--- config.mk ---
export PLATFORM = sky130hd
export DESIGN_NAME = data_sync
export DESIGN_NICKNAME = d
export VERILOG_FILES = /design/src/rtl/data_sync_pkg.sv /design/src/rtl/sync_chain.sv /design/src/rtl/data_sync.sv
export SDC_FILE = /design/constraint.sdc
export NUM_CORES = 1
export LEC_CHECK = 0
export BUFFER_PORTS_ARGS = -buffer_cell sky130_fd_sc_hd__buf_2
export CORE_MARGIN = 2
export CORE_UTILIZATION = 43
export CTS_CLUSTER_SIZE = 25
export DETAILED_ROUTE_END_ITERATION = 12
export PLACE_DENSITY = 0.72
export SLEW_MARGIN = 5
export SYNTH_ARGS = -nofsm -noshare
export SYNTH_HDL_FRONTEND = slang
export SYNTH_SLANG_ARGS = --single-unit
--- constraint.sdc ---
create_clock -name CLK -period 1.8 [get_ports CLK]
set_input_delay 0.27 -clock CLK [delete_from_list [all_inputs] [get_ports CLK]]
set_output_delay 0.27 -clock CLK [all_outputs]
set_load 0.005 [all_outputs]
--- src/rtl/data_sync_pkg.sv ---
// Shared constants and helpers for the data_sync multi-bit CDC capture block.
package data_sync_pkg;

  // Event detection modes for the synchronized enable.
  localparam int EN_MODE_LEVEL  = 0;
  localparam int EN_MODE_TOGGLE = 1;

  // Legal synchronizer depth range.
  localparam int MIN_STAGES = 2;
  localparam int MAX_STAGES = 4;

  // True when a requested synchronizer depth is usable.
  function automatic bit stages_legal(input int n);
    return (n >= MIN_STAGES) && (n <= MAX_STAGES);
  endfunction

  // True when a mode selector names one of the two supported modes.
  function automatic bit mode_legal(input int mode);
    return (mode == EN_MODE_LEVEL) || (mode == EN_MODE_TOGGLE);
  endfunction

  // Event on the synchronized enable: rising edge in LEVEL mode, any
  // change in TOGGLE mode. prev is the previous synchronized value.
  function automatic logic detect_event(input int mode, input logic cur, input logic prev);
    if (mode == EN_MODE_TOGGLE) begin
      return cur ^ prev;
    end
    return cur & ~prev;
  endfunction

endpackage

--- src/rtl/sync_chain.sv ---
// Plain multi-flop synchronizer: NUM_STAGES back-to-back flops, no logic
// between stages, asynchronous active-high reset to zero.
module sync_chain #(
  parameter int NUM_STAGES = 2,
  parameter int WIDTH      = 1
) (
  input  logic             clk_i,
  input  logic             rst_i,
  input  logic [WIDTH-1:0] d_i,
  output logic [WIDTH-1:0] q_o
);

  logic [WIDTH-1:0] stage_q [NUM_STAGES];

  // Shift the asynchronous input through the flop chain; stage 0 absorbs
  // any metastability.
  always_ff @(posedge clk_i or posedge rst_i) begin
    if (rst_i) begin
      for (int i = 0; i < NUM_STAGES; i++) begin
        stage_q[i] <= '0;
      end
    end else begin
      stage_q[0] <= d_i;
      for (int i = 1; i < NUM_STAGES; i++) begin
        stage_q[i] <= stage_q[i-1];
      end
    end
  end

  assign q_o = stage_q[NUM_STAGES-1];

endmodule

--- src/rtl/data_sync.sv ---
// Destination-domain multi-bit data synchronizer. The strobe ASYNC_EN is
// brought into the CLK domain through a flop chain; an event on the
// synchronized strobe captures the quasi-static UNSYNC_BUS, fires a
// one-cycle ENABLE_PULSE and bumps a wrap-around capture counter. The data
// bus itself is never multi-flopped: the source must hold it stable from
// the strobe event until the capture edge.
module data_sync
  import data_sync_pkg::*;
#(
  parameter int NUM_STAGES = 2,
  parameter int BUS_WIDTH  = 8,
  parameter int EN_MODE    = 0,
  parameter int CNT_WIDTH  = 4
) (
  input  logic                 CLK,
  input  logic                 RST,
  input  logic [BUS_WIDTH-1:0] UNSYNC_BUS,
  input  logic                 ASYNC_EN,
  output logic [BUS_WIDTH-1:0] SYNC_BUS,
  output logic                 ENABLE_PULSE,
  output logic [CNT_WIDTH-1:0] CAPTURE_CNT
);

  localparam logic [CNT_WIDTH-1:0] CNT_ONE = CNT_WIDTH'(1);

  // Refuse to build with a depth that cannot give a safe MTBF or that the
  // latency budget does not allow.
  if (!stages_legal(NUM_STAGES)) begin : g_bad_stages
    $fatal(1, "data_sync: NUM_STAGES=%0d outside %0d..%0d",
           NUM_STAGES, MIN_STAGES, MAX_STAGES);
  end

  if (!mode_legal(EN_MODE)) begin : g_bad_mode
    $fatal(1, "data_sync: EN_MODE=%0d is neither LEVEL(0) nor TOGGLE(1)", EN_MODE);
  end

  logic                 en_sync;
  logic                 pg_q;
  logic                 evt_d;
  logic [BUS_WIDTH-1:0] sync_bus_q;
  logic [BUS_WIDTH-1:0] sync_bus_d;
  logic                 pulse_q;
  logic [CNT_WIDTH-1:0] cnt_q;
  logic [CNT_WIDTH-1:0] cnt_d;

  sync_chain #(
    .NUM_STAGES (NUM_STAGES),
    .WIDTH      (1)
  ) u_en_sync (
    .clk_i (CLK),
    .rst_i (RST),
    .d_i   (ASYNC_EN),
    .q_o   (en_sync)
  );

  // Remember the last synchronized strobe value for edge/toggle detection.
  // Clearing it on reset makes a strobe already high at release count as an
  // event in both modes.
  always_ff @(posedge CLK or posedge RST) begin
    if (RST) begin
      pg_q <= 1'b0;
    end else begin
      pg_q <= en_sync;
    end
  end

  // Event detection and next-state for the capture register and counter.
  always_comb begin
    evt_d      = detect_event(EN_MODE, en_sync, pg_q);
    sync_bus_d = sync_bus_q;
    cnt_d      = cnt_q;
    if (evt_d) begin
      sync_bus_d = UNSYNC_BUS;
      cnt_d      = cnt_q + CNT_ONE;
    end
  end

  // Capture data, register the event as the output pulse and count
  // captures; the counter wraps silently.
  always_ff @(posedge CLK or posedge RST) begin
    if (RST) begin
      sync_bus_q <= '0;
      pulse_q    <= 1'b0;
      cnt_q      <= '0;
    end else begin
      sync_bus_q <= sync_bus_d;
      pulse_q    <= evt_d;
      cnt_q      <= cnt_d;
    end
  end

  assign SYNC_BUS     = sync_bus_q;
  assign ENABLE_PULSE = pulse_q;
  assign CAPTURE_CNT  = cnt_q;

endmodule

* After elaboration in Yosys (flattened, before gate mapping)
Index checks and enable logic that the tools add are counted.
Operators by class: $add $sub $neg 1, bitwise operators 2
Operators with widths (number):
- 4-bit by 1-bit adder with 4-bit output, second input constant | 1
- 1-bit AND | 1
- 1-bit inverter | 1
Storage, ports and cells: bits in registers 16, input bits 11, logic and storage cells 9

* Depth between registers and ports, before layout
Gate-level depths: netlist (run 1).
depth in word-level cells 2, gate-level depth with buffers 4, mapped depth without buffers 3

* Modules after synthesis
Synthesis (run 1) repeated with hierarchy kept, for this count alone.
Unflattened totals: cell total of the unflattened synthesis 35, area, all modules 609.3 µm²
Modules (own cells, without submodules):
- data_sync | times used 1, cells each 32, area each 555.5 µm², seq. area each 350.3 µm²
- sync_chain | times used 1, cells each 3, area each 53.8 µm², seq. area each 50.0 µm²

* Worst setup path after synthesis (run 1)
No wires, ideal clock.
path type register -> register, start point register pg_q, end point register sync_bus_q[1] (netlist: SYNC_BUS[1]), setup time 0.125 ns, arrival time 0.998 ns, data required time 1.675 ns, path slack 0.677 ns, stages on the path, launching flop included 4, buffers on the path 1, cells stage by stage dfrtp_1 > nor2b_4 > buf_8 > mux2_2
On the way: longest elaborated chain between the ends 2
Ends and longest elaborated chain:
- from (decl) | line data_sync.sv:38 | logic pg_q;
- from (signal assigned) | line data_sync.sv:63 | pg_q <= en_sync;
- 1-bit inverter | line data_sync_pkg.sv:28 | return cur & ~prev;
- 1-bit AND | line data_sync_pkg.sv:28
- net evt_d | line data_sync.sv:39 | logic evt_d;
- to (signal assigned) | line data_sync.sv:86 | sync_bus_q <= sync_bus_d;
- to (decl) | line data_sync.sv:40 | logic [BUS_WIDTH-1:0] sync_bus_q;
The timed path passes the listed nets, and every way through them passes these cells. A chain may end at the register's enable or synchronous reset.

* Worst setup path in the final report (run 1)
start point register pg_q, end point register cnt_q[1] (netlist: CAPTURE_CNT[1])
On the way: longest elaborated chain between the ends 2
Ends and longest elaborated chain:
- 1-bit inverter | line data_sync_pkg.sv:28
- 1-bit AND | line data_sync_pkg.sv:28
- to (signal assigned) | line data_sync.sv:88 | cnt_q <= cnt_d;
- to (decl) | line data_sync.sv:43 | logic [CNT_WIDTH-1:0] cnt_q;
Every way passes these cells.

==> summary.md, run 1 <==
| Metric | Value |
|---|---|
| I/O pin count | 24 |
| Status | completed |
| M1 WL | between 300 and 400 microns |
| Number of core rows | 13 |
| Max-Cap Viols | 0 |
| Core Area | 1300 sq um |
| DR vias | approximately 350 |
| Skew final | 0.00214 ns |
| Psw | 0.250 mW |
| Final worst path period share | 69.1% |
| Die H | 41.5 microns |
| ANT cells | 0 |
| Crit path arrival time | 1.40 ns |
| DRC violations left | 0 |
| Most common cell in the netlist | dfrtp_1 |
| Setup bufs post-CTS | 0 |
| FMAX | 0.804 GHz |
| Seq cells post-synth | 16 |
| DR vias/cell | 4.69 |
| Period minus WS final | 1.24 ns |
| ANT nets after route | 0 |
| CTS H-tree depth | 1 |
| Synth area leader | dfrtp_1 |
| Slew margin rel. | between 60% and 70% |
| Final nets | 73 |
| Total gr overflow | 0 |
| Leak | about 0.37 nW |
| Fin Hold WS | 0.0459 ns |
| Setup TNS | 0 ns |
| Area growth from synthesis to layout | 23.3% |
| Met3 Wirelength | 80 microns |
| Vias in the first global route | between 300 and 400 |
| Largest net degree at the start of global routing | 17 |
| Power Density | 1200 nW/um^2 |
| Final setup fails | 0 |
| Total Power | 0.894 mW |
| Clock edge transition at the registers on the reported setup and hold paths | ~0.080 ns |
| Post-Route Utilization | 57.4% |
| Top cell type's share of synthesized area | 66.1% |
| Pint | 0.644 mW |
| R2R Setup Slk | 0.56 ns |
| CTS resizes | 0 |
| Starting Density | 46.5% |
| R2r startpoint | pg_q |
| Worst skew pair latency | 0.27 ns |
| Highest metal used | met3 |
| Sequential share of power | between 50% and 60% |
| Total GRT Usage | 11.7% |
| Ratio of cells with drive above 1 in the final layout | 64.4% |
| Sequential area share after synthesis | 66.1% |
| CTS root buffer | clkbuf_4 |
| Worst Path Max Fanout | 13 |
| GP Congestion | roughly 0.62 |
| Initial antenna violation count | 0 |
| Endpoints failing hold | 0 |
| Post-synth ARST share | 100% |
| Syn Area/Cell | 17.8 sq um |
| Hold Buf Count CTS | 0 |
| WP data required | between 1.5 and 2 ns |
| Synth Warn # | 0 |
| Placed cell count | approximately 70 |
| Main synth FF type | dfrtp_1 |
| Syn Std Cell Area | 606 sq um |
| Final Max Tran Viols | 0 |
| Mapped Cells | 34 |
| RR Endpoint | CAPTURE_CNT[1] |
| HP Class | input port to asynchronous set/reset pin |
| Maximum VDD drop | 0.542 mV |
| CP Launch Type | flip-flop |
| Die Area | ~1700 sq um |
| EDFF count, synth | 0 |
| CTS tree | built |
| Sw frac | 27.9% |
| Gate power share | 23.0% |
| Critical path class | flip-flop to flip-flop |
| Routed wire length | between 800 and 900 microns |
| Commonest cells post-synth | 16 x dfrtp_1, 9 x mux2_2 |
| Die span in x | 41.5 microns |
| Endpoint type of the worst setup path | flip-flop |
| Post-route non-filler standard cell count | 74 |
| RSZ-0062 raised after global routing | false |
| Syn Nets | 46 |
| PortBufs | 23 |
| Metal2 WL | 404 microns |
| Reg2Reg Depth | 2 |
| Clock power frac | about a fifth |
| DR iter-0 viols | 0 |
| Max Root-Sink Buffers | 2 |
| Post-synthesis cell type count | 11 |
| Worst slew pin tran | about 0.58 ns |
| Routed WL per cell | 11.6 microns |
| Inserted Clock Buffers | 3 |
| First-pass GRT wire length | approximately 1.5 mm |
| CTS Sinks | 16 |
| Synth area leaders | dfrtp_1 66%, mux2_2 17%, nand4_4 3.5%, xnor2_2 2.7%, buf_8 2.5% |
| TritonRoute pass-1 iters | 1 |
## cell type report
| cell class | count | area [sq um] |
|---|---|---|
| clock buffer | 3 | 22.5 |
| fill | 106 | 554 |
| inverter | 1 | 3.75 |
| multi-input combinational | 16 | 186 |
| sequential | 16 | 400 |
| tap | 15 | 18.8 |
| timing repair buffer | 23 | 115 |
## routing by layer
metal	vias up	track usage, %
met4	0	3.87
met1	165	16.1
met5	-	0
met3	0	4.78
li1	165	-
met2	17	16.9
## worst max-delay path by stage
| stage | from | endpoint | slack [ns] | cells after the start |
|---|---|---|---|---|
| 4_1_cts | u_en_sync.q_o | CAPTURE_CNT[1] | 0.54 | 2 |
| 3_5_place_dp | pg_q | SYNC_BUS[6] | 0.55 | 2 |
| 6_report | pg_q | CAPTURE_CNT[1] | 0.56 | 2 |
| 3_3_place_gp | pg_q | SYNC_BUS[7] | 0.58 | 2 |
| 2_1_floorplan | pg_q | SYNC_BUS[1] | 0.68 | 3 |
| 5_1_grt | u_en_sync.q_o | SYNC_BUS[3] | 0.50 | 2 |
## per-stage QoR
step	worst slack (ns)	instance area, sq um
2_1_floorplan	0.677	606
3_3_place_gp	0.575	724
3_5_place_dp	0.551	724
4_1_cts	0.544	747
5_1_grt	0.500	747
6_report	0.557	747
## placed cells by master (no fill, tap or decap)
cell,count
dfrtp_1,16
ha_1,1
nand2_1,1
xnor2_2,1
buf_2,23
nand4_4,1
inv_1,1
nor2b_4,1
xnor2_1,1
clkbuf_4,3
mux2_2,9
xor2_1,1
## critical path, cell delays in order (launching register included)
cell,delay (ns)
dfrtp_1,0.40
nor2b_4,0.35
mux2_2,0.38
## power by group through the flow
| stage | sequential (mW) | combinational (mW) | clock (mW) |
|---|---|---|---|
| after floorplan | 0.526 | 0.109 | 0 |
| after global placement | 0.522 | 0.204 | 0 |
| after detailed placement | 0.529 | 0.209 | 0 |
| after CTS | 0.522 | 0.210 | 0.185 |
| after global routing | 0.532 | 0.230 | 0.205 |
| final | 0.517 | 0.205 | 0.171 |
## registers in the layout (all words and copies together), names as in the netlist
| name | cells |
|---|---|
| CAPTURE_CNT | 4 |
| ENABLE_PULSE | 1 |
| SYNC_BUS | 8 |
| pg_q | 1 |
| u_en_sync.q_o | 1 |
| u_en_sync.stage_q | 1 |
## kinds of logic (layout without fill, tap and decap cells)
| kind of cell | count (synthesis) | in the layout | synth area share, % |
|---|---|---|---|
| flip-flops | 16 | 16 | 66.1 |
| AND/OR/NAND/NOR | 3 | 3 | 6.40 |
| buffers and inverters | 2 | 27 | 3.10 |
| XOR/XNOR | 3 | 3 | 5.58 |
| multiplexers | 9 | 9 | 16.7 |
| adder cells (fa/ha/maj) | 1 | 1 | 2.07 |
Note: power is estimated with default switching activity, not from simulation.
==> run 2: changes to the inputs <==
==> constraint.sdc (replaced) <==
create_clock -name CLK -period 1.2 [get_ports CLK]
set_input_delay 0.18 -clock CLK [delete_from_list [all_inputs] [get_ports CLK]]
set_output_delay 0.18 -clock CLK [all_outputs]
set_load 0.005 [all_outputs]
==> summary.md, run 2 (synthesis results as in run 1) <==
| Metric | Value |
|---|---|
| Routed wire length | 1.04 mm |
| Die Area | 1720 sq um |
| CTS Sinks | 16 |
| Filler cells | approximately 120 |
| Final nets | 80 |
| WP data required | 1.02 ns |
| Total GRT Usage | 14.5% |
| Setup bufs post-CTS | 0 |
| Endpoints failing hold | 0 |
| RSZ-0062 raised after global routing | false |
| Clock edge transition at the registers on the reported setup and hold paths | 0.09 ns |
| Dpl hpwl | 798 microns |
| Placed cell areas | 762 sq um |
| Final worst path period share | 94.3% |
| FMAX | 0.884 GHz |
| TritonRoute pass-1 iters | 2 |
| Die span in x | slightly above 40 microns |
| R2R Setup Slk | 0.07 ns |
| Inserted Clock Buffers | 3 |
| Die H | 41.5 microns |
| Commonest non-fill, non-tap cell in the layout | buf_2 |
| CTS root buffer | clkbuf_4 |
| Hold EP | SYNC_BUS[1] |
| Ratio of cells with drive above 1 in the final layout | 65.7% |
| Worst Path Max Fanout | 3 |
| Post-Route Utilization | 62.9% |
| Power Density | 1830 nW/um^2 |
| Core Area | ~1300 sq um |
| CTS H-tree depth | 1 |
| Endpoint type of the worst setup path | output port |
| Multi-input combinational cell area | approximately 190 sq um |
| Fin Hold WS | approximately 0.13 ns |
| Skew final | 0.00380 ns |
| Period minus WS final | 1.13 ns |
| Crit path from | CAPTURE_CNT[0] |
| Vias in the first global route | 410 |
| Number of core rows | 13 |
| GP Congestion | roughly 0.64 |
| Starting Density | 46.5% |
| Worst slew pin tran | ~0.27 ns |
| RR Endpoint | SYNC_BUS[0] |
| ANT cells | 0 |
| PortBufs | 23 |
| DRC violations left | 0 |
| Setup TNS | 0 ns |
| I/O pin count | 24 |
| Slew margin rel. | between 80 and 90% |
| Post-route cell area | ~820 sq um |
| Max Root-Sink Buffers | 2 |
| Hold path depth | 2 |
| Final setup fails | 0 |
| ANT nets after route | 0 |
| Routed WL per cell | 12.6 microns |
| Leak | ~0.41 nW |
| Max-Cap Viols | 0 |
| Crit path arrival time | 0.95 ns |
| First-pass GRT wire length | 1.84 mm |
| Total Power | 1.49 mW |
| Critical path class | flip-flop to output port |
| DR vias/cell | 4.67 |
| Area growth from synthesis to layout | 35.1% |
| Worst skew pair latency | ~0.28 ns |
| Largest register FFs | 8 |
| DR vias | 383 |
| CTS tree | built |
| HP Class | input port to flip-flop |
| Most frequent cells in the layout | 23 x buf_2, 16 x dfrtp_1, 9 x mux2_2, 5 x buf_4, 3 x clkbuf_4 |
| Largest net degree at the start of global routing | 11 |
| Reg2Reg Depth | 3 |
| Total gr overflow | 0 |
| Sequential Area | 400 sq um |
| Status | completed |
| DR iter-0 viols | 1 |
| CP Launch Type | flip-flop |
| Maximum VDD drop | 0.778 mV |
| Final Max Tran Viols | 0 |
| Initial antenna violation count | 0 |
| Hold Crit Start | UNSYNC_BUS[1] |
| R2r startpoint | pg_q |
-- run 2: changes by cell type in the layout (fill, tap and decap cells not counted) --
| cell | delta |
|---|---|
| dlygate4sd3_1 | +2 |
| clkbuf_8 | +1 |
| buf_4 | +5 |
-- run 2: what timing repair did --
action,CTS,global route
resized for setup,0,0
hold buffers,2,0
hold endpoints to repair,7,0
-- run 2: stage by stage --
step	cells	setup slack [ns]
global route	82	0.0125
CTS	82	0.0556
finish	82	0.0689
detailed placement	76	0.0718
global placement	76	0.103
floorplan	34	0.0774
-- run 2: how the worst max path moves through the flow --
| stage | to |
|---|---|
| 3_5_place_dp | CAPTURE_CNT[1] |
| 4_1_cts | CAPTURE_CNT[0] |
| 6_report | CAPTURE_CNT[0] |
| 3_3_place_gp | CAPTURE_CNT[1] |
| 2_1_floorplan | SYNC_BUS[1] |
| 5_1_grt | CAPTURE_CNT[1] |
-- run 2: critical path: stages, from the launching register on --
cell	delay, ns
dfrtp_1	0.40
buf_4	0.16
buf_2	0.12
-- run 2: report_power, final --
group / leakage [nW] / internal, mW / switching, mW
registers: 0.189 / 0.655 / 0.0830
logic: 0.200 / 0.251 / 0.168
clock network: 0.0210 / 0.184 / 0.153
total: 0.410 / 1.09 / 0.404
-- run 2: area by class of cell --
cell class / count / share of cell area, %
tap: 15 / 2.29
multi-input combinational: 16 / 22.8
timing repair buffer: 30 / 21.1
sequential: 16 / 48.9
clock buffer: 4 / 4.43
inverter: 1 / 0.459
-- run 2: routing by layer --
metal  vias up  part of all wire, %  global-route usage [%]
met5         -                    0                       0
met4         0                  1.8                    9.68
met3         4                  7.3                    4.35
met2        19                   47                    20.9
met1       179                   44                    18.7
li1        181                    -                       -
